==> src/rtl/vga_timing_pkg.sv <==
// rtl/vga_timing_pkg.sv - 1280x1024@60 timing constants and lock FSM state type
//
// Purpose: timing values shared by the VGA display generator and the sync
// decoder, plus the lock-state encoding and the packed RGB width.
// Ports: none (package).
package vga_timing_pkg;

  localparam int VGA_H_SYNC   = 112;
  localparam int VGA_H_BACK   = 248;
  localparam int VGA_H_ACTIVE = 1280;
  localparam int VGA_H_FRONT  = 48;
  localparam int VGA_H_TOTAL  = VGA_H_SYNC + VGA_H_BACK + VGA_H_ACTIVE + VGA_H_FRONT;

  localparam int VGA_V_SYNC   = 3;
  localparam int VGA_V_BACK   = 38;
  localparam int VGA_V_ACTIVE = 1024;
  localparam int VGA_V_FRONT  = 1;
  localparam int VGA_V_TOTAL  = VGA_V_SYNC + VGA_V_BACK + VGA_V_ACTIVE + VGA_V_FRONT;

  // Offset of the first active sample/line counted from the sync assertion.
  localparam int VGA_H_ACT_START = VGA_H_SYNC + VGA_H_BACK;
  localparam int VGA_V_ACT_START = VGA_V_SYNC + VGA_V_BACK;

  localparam int VGA_LOCK_FRAMES = 2;
  localparam int RGB12_W         = 12;

  typedef enum logic [1:0] {
    LS_SEARCH  = 2'd0,
    LS_ACQUIRE = 2'd1,
    LS_LOCKED  = 2'd2
  } lock_state_t;

endpackage

==> src/rtl/vga_axis_counter.sv <==
// rtl/vga_axis_counter.sv - saturating position counter with length measurement
//
// Purpose: tracks the index along one axis (samples within a line, or lines
// within a frame) and reports the length of the span that just ended.
// Ports:
//   clk, reset_n  clock, synchronous active-low reset
//   en            advance the counter this cycle
//   restart       start a new span (index 0) when enabled
//   idx           index of the current cycle (cnt when not enabled)
//   len           cnt+1 saturated: length of the span ending now
//   wrap          en && restart: a span boundary is being taken
//   seen          at least one boundary taken since reset
module vga_axis_counter #(
  parameter int W = 12
) (
  input  logic         clk,
  input  logic         reset_n,
  input  logic         en,
  input  logic         restart,
  output logic [W-1:0] idx,
  output logic [W-1:0] len,
  output logic         wrap,
  output logic         seen
);

  localparam logic [W-1:0] MAX = '1;

  logic [W-1:0] cnt;

  // Holds at MAX instead of wrapping so an overlong span still reads as bad.
  always_comb begin
    len = (cnt == MAX) ? MAX : cnt + W'(1);
    idx = cnt;
    if (en) idx = restart ? '0 : len;
  end

  assign wrap = en & restart;

  always_ff @(posedge clk) begin
    if (!reset_n) begin
      cnt  <= '0;
      seen <= 1'b0;
    end else if (en) begin
      cnt <= idx;
      if (restart) seen <= 1'b1;
    end
  end

endmodule

==> src/rtl/vga_sync_decoder.sv <==
// rtl/vga_sync_decoder.sv - VGA receive-side timing recovery, lock FSM and pixel probe
//
// Purpose: recovers pixel coordinates from an HS/VS/RGB stream, measures line
// and frame length, locks onto the expected timing and captures one pixel.
// Ports:
//   CLK, RESET_N                  pixel clock, synchronous active-low reset
//   VGA_HS, VGA_VS                sync inputs (asserted level SYNC_POL)
//   VGA_RED/GREEN/BLUE            4-bit colour inputs
//   PROBE_X, PROBE_Y              probe coordinate (latched at frame start)
//   REC_X, REC_Y, REC_ACTIVE      recovered active coordinate, 1-cycle latency
//   H_TOTAL, V_TOTAL              last measured line / frame length
//   LOCKED, TIMING_ERR            lock status, sticky timing error
//   PROBE_RGB, PROBE_VALID        captured pixel and its 1-cycle strobe
//   FRAME_DONE                    1-cycle pulse per completed frame
module vga_sync_decoder
  import vga_timing_pkg::*;
#(
  parameter int   H_TOTAL_EXP = VGA_H_TOTAL,
  parameter int   V_TOTAL_EXP = VGA_V_TOTAL,
  parameter int   H_ACT_START = VGA_H_ACT_START,
  parameter int   V_ACT_START = VGA_V_ACT_START,
  parameter int   H_ACT       = VGA_H_ACTIVE,
  parameter int   V_ACT       = VGA_V_ACTIVE,
  parameter logic SYNC_POL    = 1'b1,
  parameter int   LOCK_FRAMES = VGA_LOCK_FRAMES
) (
  input  logic               CLK,
  input  logic               RESET_N,
  input  logic               VGA_HS,
  input  logic               VGA_VS,
  input  logic [3:0]         VGA_RED,
  input  logic [3:0]         VGA_GREEN,
  input  logic [3:0]         VGA_BLUE,
  input  logic [10:0]        PROBE_X,
  input  logic [10:0]        PROBE_Y,
  output logic [10:0]        REC_X,
  output logic [10:0]        REC_Y,
  output logic               REC_ACTIVE,
  output logic [11:0]        H_TOTAL,
  output logic [10:0]        V_TOTAL,
  output logic               LOCKED,
  output logic               TIMING_ERR,
  output logic [RGB12_W-1:0] PROBE_RGB,
  output logic               PROBE_VALID,
  output logic               FRAME_DONE
);

  localparam logic [11:0] HX_FIRST = 12'(H_ACT_START);
  localparam logic [11:0] HX_LAST  = 12'(H_ACT_START + H_ACT - 1);
  localparam logic [10:0] VY_FIRST = 11'(V_ACT_START);
  localparam logic [10:0] VY_LAST  = 11'(V_ACT_START + V_ACT - 1);
  localparam logic [11:0] H_EXP    = 12'(H_TOTAL_EXP);
  localparam logic [10:0] V_EXP    = 11'(V_TOTAL_EXP);
  localparam logic [3:0]  LOCK_N   = 4'(LOCK_FRAMES);

  logic hs_on, vs_on, hs_prev, vs_prev, hs_edge, vs_edge;

  assign hs_on   = (VGA_HS == SYNC_POL);
  assign vs_on   = (VGA_VS == SYNC_POL);
  assign hs_edge = hs_on & ~hs_prev;
  // VS is only looked at on line starts; a VS edge between line starts is ignored.
  assign vs_edge = hs_edge & vs_on & ~vs_prev;

  logic [11:0] hidx, h_len;
  logic [10:0] vidx, v_len;
  logic        h_wrap, h_seen, v_wrap, v_seen;

  vga_axis_counter #(.W(12)) u_hcnt (
    .clk     (CLK),
    .reset_n (RESET_N),
    .en      (1'b1),
    .restart (hs_edge),
    .idx     (hidx),
    .len     (h_len),
    .wrap    (h_wrap),
    .seen    (h_seen)
  );

  vga_axis_counter #(.W(11)) u_vcnt (
    .clk     (CLK),
    .reset_n (RESET_N),
    .en      (hs_edge),
    .restart (vs_edge),
    .idx     (vidx),
    .len     (v_len),
    .wrap    (v_wrap),
    .seen    (v_seen)
  );

  logic        bad_line, frame_bad, line_bad_q;
  logic        active_now, probe_hit;
  logic [10:0] rx, ry, probe_x_q, probe_y_q;

  // The first line start after reset closes no measured line.
  assign bad_line  = h_wrap & h_seen & (h_len != H_EXP);
  // The line ending on the frame-start cycle belongs to the closing frame.
  assign frame_bad = line_bad_q | bad_line | (v_len != V_EXP);

  assign active_now = (hidx >= HX_FIRST) && (hidx <= HX_LAST) &&
                      (vidx >= VY_FIRST) && (vidx <= VY_LAST);
  assign rx = 11'(hidx - HX_FIRST);
  assign ry = vidx - VY_FIRST;

  lock_state_t state_q, state_d;
  logic [3:0]  good_q, good_d;
  logic        err_set;

  assign probe_hit = (state_q == LS_LOCKED) && active_now &&
                     (rx == probe_x_q) && (ry == probe_y_q);

  always_comb begin
    state_d = state_q;
    good_d  = good_q;
    err_set = 1'b0;
    case (state_q)
      LS_SEARCH: begin
        if (vs_edge) begin
          state_d = LS_ACQUIRE;
          good_d  = '0;
        end
      end
      LS_ACQUIRE: begin
        if (vs_edge) begin
          if (frame_bad) begin
            good_d = '0;
          end else if (good_q + 4'd1 >= LOCK_N) begin
            state_d = LS_LOCKED;
            good_d  = '0;
          end else begin
            good_d = good_q + 4'd1;
          end
        end
      end
      LS_LOCKED: begin
        // A bad line drops lock at once; the frame check waits for frame start.
        if (bad_line || (vs_edge && frame_bad)) begin
          state_d = LS_SEARCH;
          err_set = 1'b1;
        end
      end
      default: state_d = LS_SEARCH;
    endcase
  end

  always_ff @(posedge CLK) begin
    if (!RESET_N) begin
      hs_prev     <= 1'b0;
      vs_prev     <= 1'b0;
      line_bad_q  <= 1'b0;
      probe_x_q   <= '0;
      probe_y_q   <= '0;
      state_q     <= LS_SEARCH;
      good_q      <= '0;
      REC_X       <= '0;
      REC_Y       <= '0;
      REC_ACTIVE  <= 1'b0;
      H_TOTAL     <= '0;
      V_TOTAL     <= '0;
      LOCKED      <= 1'b0;
      TIMING_ERR  <= 1'b0;
      PROBE_RGB   <= '0;
      PROBE_VALID <= 1'b0;
      FRAME_DONE  <= 1'b0;
    end else begin
      hs_prev <= hs_on;
      if (hs_edge) vs_prev <= vs_on;

      if (vs_edge) begin
        line_bad_q <= 1'b0;
        probe_x_q  <= PROBE_X;
        probe_y_q  <= PROBE_Y;
      end else if (bad_line) begin
        line_bad_q <= 1'b1;
      end

      state_q <= state_d;
      good_q  <= good_d;

      REC_ACTIVE <= active_now;
      if (active_now) begin
        REC_X <= rx;
        REC_Y <= ry;
      end

      if (h_wrap && h_seen) H_TOTAL <= h_len;
      if (v_wrap) V_TOTAL <= v_len;
      FRAME_DONE <= v_wrap & v_seen;

      LOCKED     <= (state_d == LS_LOCKED);
      TIMING_ERR <= TIMING_ERR | err_set;

      PROBE_VALID <= probe_hit;
      if (probe_hit) PROBE_RGB <= {VGA_RED, VGA_GREEN, VGA_BLUE};
    end
  end

endmodule

==> config.mk <==
export PLATFORM = sky130hd
export DESIGN_NAME = vga_sync_decoder
export DESIGN_NICKNAME = d
export VERILOG_FILES = /design/src/rtl/vga_timing_pkg.sv /design/src/rtl/vga_axis_counter.sv /design/src/rtl/vga_sync_decoder.sv
export SDC_FILE = /design/constraint.sdc
export NUM_CORES = 1
export LEC_CHECK = 0
export ABC_AREA = 1
export BUFFER_PORTS_ARGS = -buffer_cell sky130_fd_sc_hd__buf_2
export CORE_MARGIN = 3
export CORE_UTILIZATION = 40
export DETAILED_ROUTE_END_ITERATION = 7
export SLEW_MARGIN = 10
export SYNTH_ARGS = -nofsm -noshare
export SYNTH_HDL_FRONTEND = slang
export SYNTH_HIERARCHICAL = 1
export SYNTH_SLANG_ARGS = --single-unit
==> constraint.sdc <==
create_clock -name CLK -period 2.84 [get_ports CLK]
set_input_delay 0.284 -clock CLK [delete_from_list [all_inputs] [get_ports CLK]]
set_output_delay 0.284 -clock CLK [all_outputs]
set_load 0.05 [all_outputs]
==> results of run 1 <==
==> cell usage in the layout (no fill, tap or decap), types with 6 or more instances in the layout <==
master,count
nand2_1,186
buf_4,131
dfxtp_1,112
inv_1,102
buf_2,99
nor2_1,97
o21ai_0,69
a21oi_1,63
nand2_2,45
nand3_1,44
a21oi_2,24
nand3_2,24
clkbuf_16,19
nand2_4,18
nor2_2,15
nand4_1,11
inv_2,10
nand3b_1,9
nor2_4,8
nor3_1,7
buf_12,7
nand3_4,6
==> flip-flops by register name, indices dropped and copies added, names as in the netlist, 11 cells and up <==
| signal | flops |
|---|---|
| H_TOTAL | 12 |
| PROBE_RGB | 12 |
| u_hcnt/cnt | 12 |
| REC_X | 11 |
| REC_Y | 11 |
| V_TOTAL | 11 |
| probe_x_q | 11 |
| probe_y_q | 11 |
| u_vcnt/cnt | 11 |
==> cells by family (layout without fill, tap and decap cells) <==
family | Yosys count | in the layout
AO/OA/AOI/OAI | 167 | 167
XOR/XNOR | 14 | 14
adder cells (fa/ha/maj) | 8 | 8
buffers and inverters | 149 | 391
flip-flops | 118 | 118
other | 1 | 2
AND/OR/NAND/NOR | 479 | 480
==> timing repair <==
item                       4_1_cts  5_1_grt
gates cloned                     2        4
setup endpoints to repair       24       32
hold buffers                     0        0
gates resized for setup         34       83
pin swaps                        4       39
buffers inserted                 9       11
==> worst register-to-register path, stage by stage, from the launching register on <==
cell and delay, ns:
dfxtp_2 0.35, ha_4 0.16, nand3_4 0.08, buf_4 0.15, nor2_4 0.17, xnor2_2 0.14
nand2_2 0.08, nand2_2 0.08, nand2_2 0.06, buf_4 0.15, and3_1 0.17, nand2_1 0.10
nand2_1 0.07, nand2_2 0.09, nand2_2 0.07, a21oi_2 0.16, nand3_2 0.11, nor2_4 0.26
clkbuf_16 0.21, nand3_1 0.07, nand2_1 0.06, nor2_1 0.04
==> per-stage QoR <==
stage	hold WS [ns]	setup WS (ns)
6_report	0.0771	-0.0681
3_5_place_dp	0.440	-0.229
2_1_floorplan	0.377	0.0115
3_3_place_gp	0.445	-0.192
4_1_cts	0.0477	-0.0121
5_1_grt	0.0758	-0.294
==> routing by layer <==
layer / vias up / wire (microns) / track usage [%]
met2: 87 / 9370 / 35.3
met3: 17 / 517 / 4.71
met4: 0 / 240 / 5.95
met5: - / 0 / 0
li1: 3472 / - / -
met1: 3037 / 8850 / 26.4
==> where the power goes <==
group / internal (W) / switching (W) / total [W]
logic: 0.000159 / 0.000252 / 0.000410
registers: 0.00169 / 0.0000237 / 0.00172
clock network: 0.00159 / 0.000768 / 0.00236
==> final cells by class <==
| class | count | area (sq um) |
|---|---|---|
| multi-input cells | 671 | 3860 |
| repair buffers | 244 | 1730 |
| clock buffers | 22 | 464 |
| clock inverters | 10 | 175 |
| flip-flops and latches | 118 | 2380 |
| well taps | 211 | 264 |
| inverters | 115 | 434 |
| fillers | 1446 | 6130 |
==> worst min-delay path by stage <==
stage                startpoint          to  slack [ns]
floorplan                VGA_HS     hs_prev        0.38
global placement    u_vcnt/seen  FRAME_DONE        0.45
detailed placement  u_vcnt/seen  FRAME_DONE        0.44
CTS                      VGA_HS     hs_prev        0.05
global route             VGA_HS     hs_prev        0.08
finish                   VGA_HS     hs_prev        0.08
==> metrics.txt, run 1 <==
fin util=60.3%; placed cells=1337; VDD IR-drop max=0.000399 V; violated checks=setup timing; post-synthesis cell type count=38; Post-synth EDFFs=0; post-synth top area cell=dfxtp_1; PortBufs=99; Layout Cell Area excl Fill=0.00930 sq mm; Seq/Total Area, Yosys=36.8%; clock buffer depth=2; ys flop type=dfxtp_1; Worst Setup End Kind=register; vias in the first global route=6188; DP HPWL=13500 microns; Mapped Cells=936; crit path time final=2.91 ns; setup TNS=-0.568 ns; post-route setup slack=-0.0681 ns; Max Cap Viol=0; DRT Pass-1 Iters=5; TritonCTS clock tree=done; mux share of post-synthesis cell area=0%; CTS Sinks=118; critical path launch point=u_hcnt/cnt[1]; crit-path leading delay family=simple AND/OR/NAND/NOR gates; FF-to-FF End=PROBE_RGB[5]; CTS clk-pin slew, worst paths=0.05 ns; Pwr Total=0.00449 W; H-tree level count=4; Core Box Area=0.0154 sq mm; Nets=1213; initial antenna violation count=0; total routed wirelength=19000 microns; adder-cell share of the synthesized area=1.56%; async set-or-reset flop fraction in the synthesized netlist=0%; largest family of logic cells by synthesized area=simple AND/OR/NAND/NOR gates; initial cell density of the core=41.6%; Critical Path Start Type=register; R2R depth=21; # diodes=0; Syn Area/Cell=6.85 sq um; CTS Root Cell=clkbuf_16; via count=6613; synth top area cells=dfxtp_1, nand2_1, inv_1, nor2_1, o21ai_0; period utilization=102%; Worst EP required=3.16 ns; WP data arrival=3.23 ns; Commonest cells post-synth=nand2_1, dfxtp_1, inv_1, nor2_1, o21ai_0; total grt overflow=0; unrepaired setup endpoints after global routing=true; I/O pin cnt=100; vias per cell=4.75; Hold WC Path Type=primary input to register; layout cell share with drive strength beyond 1=37.8%; die footprint=0.0176 sq mm; slowest cell delay on critical path=0.35 ns; Setup crit end=PROBE_RGB[5]; DIE WIDTH=133 microns; Post-Synth XOR/XNOR Area=2.13%; Post-Synth Simple-Gate Area=35.1%; DP Area=0.00800 sq mm; number of remaining DRC errors=0; area share of the largest cell type after synthesis=36.8%; post-synthesis compound-gate area fraction=14.7%; final hold vios=0; reg2reg setup slack=-0.07 ns; Final ANT Viol Nets=0; largest net degree at the start of global routing=34; most frequent CP cell=nand2_2; CP Cell Sequence=ha_4 > nand3_4 > buf_4 > nor2_4 > xnor2_2 > nand2_2 > nand2_2 > nand2_2 > buf_4 > and3_1 > nand2_1 > nand2_1 > nand2_2 > nand2_2 > a21oi_2 > nand3_2 > nor2_4 > clkbuf_16 > nand3_1 > nand2_1 > nor2_1; number of synthesized register bits=118; hold path cells=3; critical path fanouts, max=6; Worst Max-Slew Pin Slew=1.03 ns; Critical Setup Path Class=register to register; Slew Limit Fails=0; Crit path depth=21; CP Buf/Inv Count=3; final setup violation count=12; GPL Wtd Cong=0.910; most numerous cell in the Yosys netlist=nand2_1; die height=133 microns; Final Skew=0.00661 ns; Leak=4.56 nW; FMAX=344 MHz; clock buffer count from CTS=17; initial drt markers=341; first-pass GRT wire length=29700 microns; Slowest-stage cell, CP=dfxtp_2; # rows=45; Slew HR=31.1%; Synth Warn #=6; status=complete, but fails checks; Mapped Area=0.00641 sq mm; worst skew pair latency=0.42 ns; Layout area overhead=45.0%; r2r startpoint=u_hcnt/cnt[1]; Total Routing Usage GR=20.8%; Layout Cells excl Fill=1391; WL/cell=13.6 microns; power density over the cells=483 mW/mm^2
No activity file was read; power rests on OpenSTA's default activity.
==> inputs of run 2 (changes only) <==
SLEW_MARGIN = 20   (was 10)
clock period = 3.2 ns   (was 2.84 ns; I/O delays follow)
==> run 2 against run 1 <==
Effect of this change: the run now ends clean; critical path depth grew 1; routed wire length shrank 5.2%; clock power shrank 11%; cell count is 7.0% lower; final area shrank 11%; via count fell by 4.1%; clock skew up 0.0098 ns; register-to-register slack improved by 0.28 ns; worst hold slack gained 0.040 ns; power decreased by 12%; sequential share of layout area up 3.1 points; combinational power fell by 21%.
==> metrics.txt, run 2 (synthesis gave the netlist of run 1 again) <==
largest net degree at the start of global routing=56 (+65%); Leak=3.96 nW (-13%); multi-input combinational cell area=0.00360 sq mm (-6.7%); H-tree level count=4 (unchanged); worst skew pair latency=0.42 ns (about the same); Hold WC Path Type=primary input to register; vias in the first global route=5894 (-4.8%); Final Skew=0.0164 ns (+0.00976 ns); Worst Max-Slew Pin Slew=0.624 ns (-0.408 ns); final hold vios=0 (unchanged); Max Cap Viol=0 (unchanged); r2r startpoint=u_vcnt/cnt[1]; number of remaining DRC errors=0 (unchanged); initial cell density of the core=41.6% (unchanged); internal power=0.00300 W (-13%); Layout Cells excl Fill=1294 (-7.0%); DRT Pass-1 Iters=5 (unchanged); WP data arrival=3.30 ns (+0.07 ns); Hold Path Sink=hs_prev; FF/Latch Area=0.00237 sq mm (-0.32%); DIE WIDTH=133 microns (unchanged); final setup violation count=0 (-12); Comb pwr share=8.2% (-0.9 points); vias per cell=4.90 (+3.1%); Core Box Area=0.0154 sq mm (unchanged); first-pass GRT wire length=28600 microns (-3.6%); CTS clk-pin slew, worst paths=0.06 ns (about the same); CTS Sinks=118 (unchanged); Sequential Power Share=38.7% (+0.4 points); FF-to-FF End=PROBE_RGB[5]; M3 GR Usage=4.30% (-0.42 points); commonest non-fill, non-tap cell in the layout=nand2_1; Slew Limit Fails=0 (unchanged); Hold Crit Start=VGA_HS; status=finished clean; R2R depth=22 (+4.8%); die height=133 microns (unchanged); Critical Path Start Type=register; Total Routing Usage GR=20.1% (-0.67 points); via count=6343 (-4.1%); Final ANT Viol Nets=0 (unchanged); largest registers=H_TOTAL: 12 flops, PROBE_RGB: 12 flops, u_hcnt/cnt: 12 flops; reg2reg setup slack=0.21 ns (+0.28 ns); Worst Setup End Kind=register; power density over the cells=477 mW/mm^2 (-1.2%); Layout Cell Area excl Fill=0.00825 sq mm (-11%); critical path fanouts, max=12 (+6); PortBufs=99 (unchanged); layout cell share with drive strength beyond 1=27.8% (-10 points); # diodes=0 (unchanged); WL/cell=13.9 microns (+1.9%); TritonCTS clock tree=done; I/O pin cnt=100 (unchanged); VDD IR-drop max=0.000348 V (-13%); grt met1 use=24.9% (-1.5 points); clock buffer count from CTS=17 (unchanged); DP Area=0.00730 sq mm (-8.8%); FMAX=335 MHz (-2.6%); Layout area overhead=28.7%; # rows=45 (unchanged); initial drt markers=343 (+0.59%); CTS Root Cell=clkbuf_16; clock buffer depth=2 (unchanged); Filler Cells Inserted=1557 (+7.7%); commonest cells after routing, fill and taps aside=nand2_1, dfxtp_1, inv_1; placed cells=1249 (-6.6%); most used routing layer=met2; switching share of total power=23.8% (+0.52 points); crit path time final=2.99 ns (+0.0791 ns); DP HPWL=13200 microns (-2.4%); Slew HR=58.4% (+27 points); net load switching power=0.000936 W (-10%); GR Layer Usage met2=34.3% (-0.96 points); Worst EP required=3.51 ns (+0.35 ns); period utilization=93.4% (-9.0 points); die footprint=0.0176 sq mm (unchanged); clock network power share=53.1% (+0.5 points); hold path cells=3 (unchanged); Pwr Total=0.00394 W (-12%); initial antenna violation count=0 (unchanged); total grt overflow=0 (unchanged); total routed wirelength=18000 microns (-5.2%); GPL Wtd Cong=0.848 (-6.8%); Critical Setup Path Class=register to register; Nets=1116 (-8.0%)
-- run 2: worst max path at each step --
stage,startpoint,to,slack [ns],cells past startpoint
floorplan,VGA_HS,PROBE_RGB[10],0.07,26
global placement,u_vcnt/cnt[0],PROBE_RGB[10],0.03,22
detailed placement,u_vcnt/cnt[0],PROBE_RGB[6],0.06,22
CTS,u_vcnt/cnt[0],PROBE_RGB[10],0.04,22
global route,hs_prev,PROBE_RGB[5],-0.03,22
finish,u_vcnt/cnt[1],PROBE_RGB[5],0.21,22
-- run 2: final cells by class --
class                   instances  share of cell area, %
multi-input cells             672                   43.6
well taps                     211                   3.20
inverters                     115                   5.23
clock buffers                  21                   5.82
repair buffers                146                   11.4
clock inverters                11                   2.08
flip-flops and latches        118                   28.7
-- run 2: per-stage QoR --
stage | TNS (ns) | setup slack, ns | hold WS, ns | util [%]
floorplan | 0 | 0.0682 | 0.413 | -
global placement | 0 | 0.0273 | 0.438 | 47.3
detailed placement | 0 | 0.0584 | 0.442 | 47.3
CTS | 0 | 0.0373 | 0.107 | 51.5
global route | -0.0378 | -0.0293 | 0.138 | 53.5
finish | 0 | 0.213 | 0.117 | 53.5
-- run 2: repair_timing --
action / CTS / global route
hold buffers: 0 / 0
endpoints found under the setup margin: 0 / 15
gates resized for setup: 0 / 40
setup buffers: 0 / 9
endpoints found under the hold margin: 0 / 0
-- run 2: power groups by stage --
stage / registers (W) / logic, W / clock network [W]
floorplan: 0.00158 / 0.000167 / 0
global placement: 0.00155 / 0.000306 / 0
detailed placement: 0.00155 / 0.000305 / 0
CTS: 0.00152 / 0.000307 / 0.00212
global route: 0.00153 / 0.000363 / 0.00219
finish: 0.00152 / 0.000324 / 0.00209
-- run 2: worst max-delay path, stage by stage (launching register included) --
cell	delay [ns]
dfxtp_2	0.35
ha_4	0.16
nand2_4	0.07
nor2_8	0.14
nand3_4	0.13
buf_4	0.19
nand3_2	0.09
nand2_1	0.09
nand2_2	0.14
nand2_2	0.10
nor2_1	0.12
nand2_1	0.11
nand2_1	0.10
nand2_1	0.07
nand3_1	0.11
nand2_1	0.06
nor2_1	0.12
nand3_1	0.13
nor2_4	0.20
buf_12	0.15
nand3_1	0.08
nand2_1	0.08
nor2_1	0.05
-- run 2: metal layers --
metal	routed length (microns)	vias up
li1	-	3281
met1	8090	2905
met2	8860	134
met3	689	23
met4	350	0
met5	0	-
==> inputs of run 3 (changes only) <==
BUFFER_PORTS_ARGS = default   (was -buffer_cell sky130_fd_sc_hd__buf_2)
DONT_BUFFER_PORTS = 1   (was default)
SYNTH_HIERARCHICAL = default   (was 1)
==> run 3 against run 2 <==
Effect of this change: non-clock buffer count down 111; clock skew shrank 0.0014 ns; via count down 9.2%.
==> metrics.txt, run 3 <==
# diodes=0 (unchanged); Nets=964 (-14%); total routed wirelength=17400 microns (-3.3%); CTS clk-pin slew, worst paths=0.06 ns (about the same); largest registers=H_TOTAL: 12 flops, PROBE_RGB: 12 flops, u_hcnt.cnt: 12 flops; Worst Max-Slew Pin Slew=0.739 ns (+0.114 ns); Total Routing Usage GR=20.2% (+0.16 points); vias in the first global route=5299 (-10%); Layout Cells excl Fill=1115 (-14%); Critical Setup Path Class=register to register; commonest cells after routing, fill and taps aside=nand2_1, nand3_1, dfxtp_1; commonest non-fill, non-tap cell in the layout=nand2_1; Syn Area/Cell=6.84 sq um (-0.21%); PortBufs=0 (-100%); Final ANT Viol Nets=0 (unchanged); period utilization=96.6% (+3.3 points); power density over the cells=509 mW/mm^2 (+6.7%); Leak=3.18 nW (-20%); clock buffer depth=2 (unchanged); number of remaining DRC errors=0 (unchanged); CTS Sinks=118 (unchanged); Synth Warn #=0 (-6); final setup violation count=0 (unchanged); ys flop type=dfxtp_1; initial cell density of the core=41.6% (about the same); most numerous cell in the Yosys netlist=nand2_1; via count=5759 (-9.2%); Critical Path Start Type=register; WL/cell=15.6 microns (+12%); Final Skew=0.0150 ns (-0.00141 ns); Max Cap Viol=0 (unchanged); crit path time final=3.09 ns (+0.104 ns); async set-or-reset flop fraction in the synthesized netlist=0% (unchanged); Slew HR=50.6% (-7.7 points); Mapped Area=0.00613 sq mm (-4.4%); synth top area cells=dfxtp_1, nand2_1, nand3_1, inv_1, nor2_1; post-synth top area cell=dfxtp_1; area share of the largest cell type after synthesis=38.5% (+1.7 points); worst skew pair latency=0.42 ns (about the same); DIE WIDTH=130 microns (-2.1%); DRT Pass-1 Iters=6 (+1); GPL Wtd Cong=0.854 (+0.71%); unrepaired setup endpoints after global routing=true; number of synthesized register bits=118 (unchanged); initial antenna violation count=0 (unchanged); Layout Cell Area excl Fill=0.00725 sq mm (-12%); H-tree level count=4 (unchanged); TritonCTS clock tree=done; Worst EP required=3.50 ns (about the same); Pwr Total=0.00369 W (-6.2%); CTS Root Cell=clkbuf_16; setup TNS=0 ns (unchanged); WHS=0.0456 ns (-0.0713 ns); total grt overflow=0 (unchanged); Commonest cells post-synth=nand2_1, dfxtp_1, nand3_1, inv_1, nor2_1; die footprint=0.0169 sq mm (-4.2%); Hold WC Path Type=primary input to register; # rows=44 (-2.2%); placed cells=1071 (-14%); vias per cell=5.17 (+5.4%); Worst Setup End Kind=register; largest net degree at the start of global routing=84 (+50%); first-pass GRT wire length=26500 microns (-7.3%); post-synthesis cell type count=39 (+2.6%); DP Area=0.00640 sq mm (-12%); initial drt markers=370 (+7.9%); Slew Limit Fails=0 (unchanged); Core Box Area=0.0148 sq mm (-4.4%); WP data arrival=3.39 ns (+0.09 ns); status=finished clean; Mapped Nets=943; clock buffer count from CTS=17 (unchanged); Mapped Cells=897 (-4.2%); final hold vios=0 (unchanged); layout cell share with drive strength beyond 1=16.3% (-11 points); Post-synth EDFFs=0 (unchanged); VDD IR-drop max=0.000372 V (+6.8%); I/O pin cnt=100 (unchanged); FMAX=323 MHz (-3.4%); critical path fanouts, max=7 (-5); Layout area overhead=18.2%; Seq/Total Area, Yosys=38.5% (+1.7 points); DP HPWL=12400 microns (-6.0%); die height=130 microns (-2.1%)
-- run 3: changes by cell type in the layout (fill, tap and decap cells not counted), sizes merged, moves of 5 or more --
cell and change:
nor2 -13, nand3 +54, nand3b -5, nor3 -5, buf -112, a21oi -39
nand2 -49, a31oi +11
-- run 3: final timing paths --
path / start / to / slack (ns) / cells past startpoint
worst min-delay path: PROBE_X[0] / probe_x_q[0] / 0.05 / 2
worst max register to register: u_vcnt.cnt[1] / PROBE_RGB[10] / 0.11 / 22
worst max-delay path: u_vcnt.cnt[1] / PROBE_RGB[10] / 0.11 / 22
worst min register to register: line_bad_q / line_bad_q / 0.46 / 2
-- run 3: layer usage --
layer / GRT usage (%) / part of all wire (%) / vias to the layer above
li1: - / - / 2972
met1: 24.7 / 44 / 2660
met2: 34.7 / 50 / 109
met3: 5.53 / 4.3 / 18
met4: 6.60 / 1.5 / 0
met5: 0 / 0 / -
-- run 3: area by class of cell --
type                            instances  area (sq um)
Clock buffer                           24           502
Clock inverter                          8          95.1
Fill cell                            1538          7500
Inverter                              118           445
Multi-Input combinational cell        628          3260
Sequential cell                       118          2370
Tap cell                              184           230
Timing Repair Buffer                   35           342
-- run 3: per-stage QoR --
stage,setup WS (ns),utilization [%]
3_3_place_gp,0.147,43.4
3_5_place_dp,0.0749,43.4
6_report,0.109,49.2
2_1_floorplan,0.215,-
5_1_grt,-0.160,49.2
4_1_cts,0.0610,47.5
-- run 3: kinds of logic after synthesis --
kind of cell | count (synthesis) | synth area share, %
AND/OR/NAND/NOR | 466 | 35.0
buffers and inverters | 151 | 10.2
AO/OA/AOI/OAI | 147 | 13.6
flip-flops | 118 | 38.5
adder cells (fa/ha/maj) | 8 | 1.63
XOR/XNOR | 7 | 1.00
-- run 3: what timing repair did --
item | CTS | global route
hold endpoints to repair | 1 | 0
hold buffers | 1 | 0
setup buffers | 0 | 8
gates resized for setup | 0 | 35
endpoints found under the setup margin | 0 | 34
-- run 3: worst max-delay path, stage by stage, from the launching register on --
cell       delay [ns]
dfxtp_4          0.36
ha_4             0.17
nand2_4          0.06
nor2_4           0.04
nand3_2          0.08
nand2_1          0.07
a21oi_2          0.22
buf_4            0.18
ha_2             0.20
nand3_2          0.14
nand2_2          0.13
nand2_4          0.08
nand2_4          0.12
nand3_1          0.11
nand3_1          0.11
nand2_2          0.09
nor2_2           0.10
nand3_2          0.10
nor2_4           0.25
clkbuf_16        0.20
nand3_2          0.05
nand2_1          0.07
nor2_1           0.05
-- run 3: where the power goes --
group / switching (W) / internal, W / leakage [nW]
combinational: 0.000137 / 0.0000713 / 1.92
sequential: 0.0000660 / 0.00150 / 0.960
clock: 0.000670 / 0.00124 / 0.292
total: 0.000873 / 0.00282 / 3.18
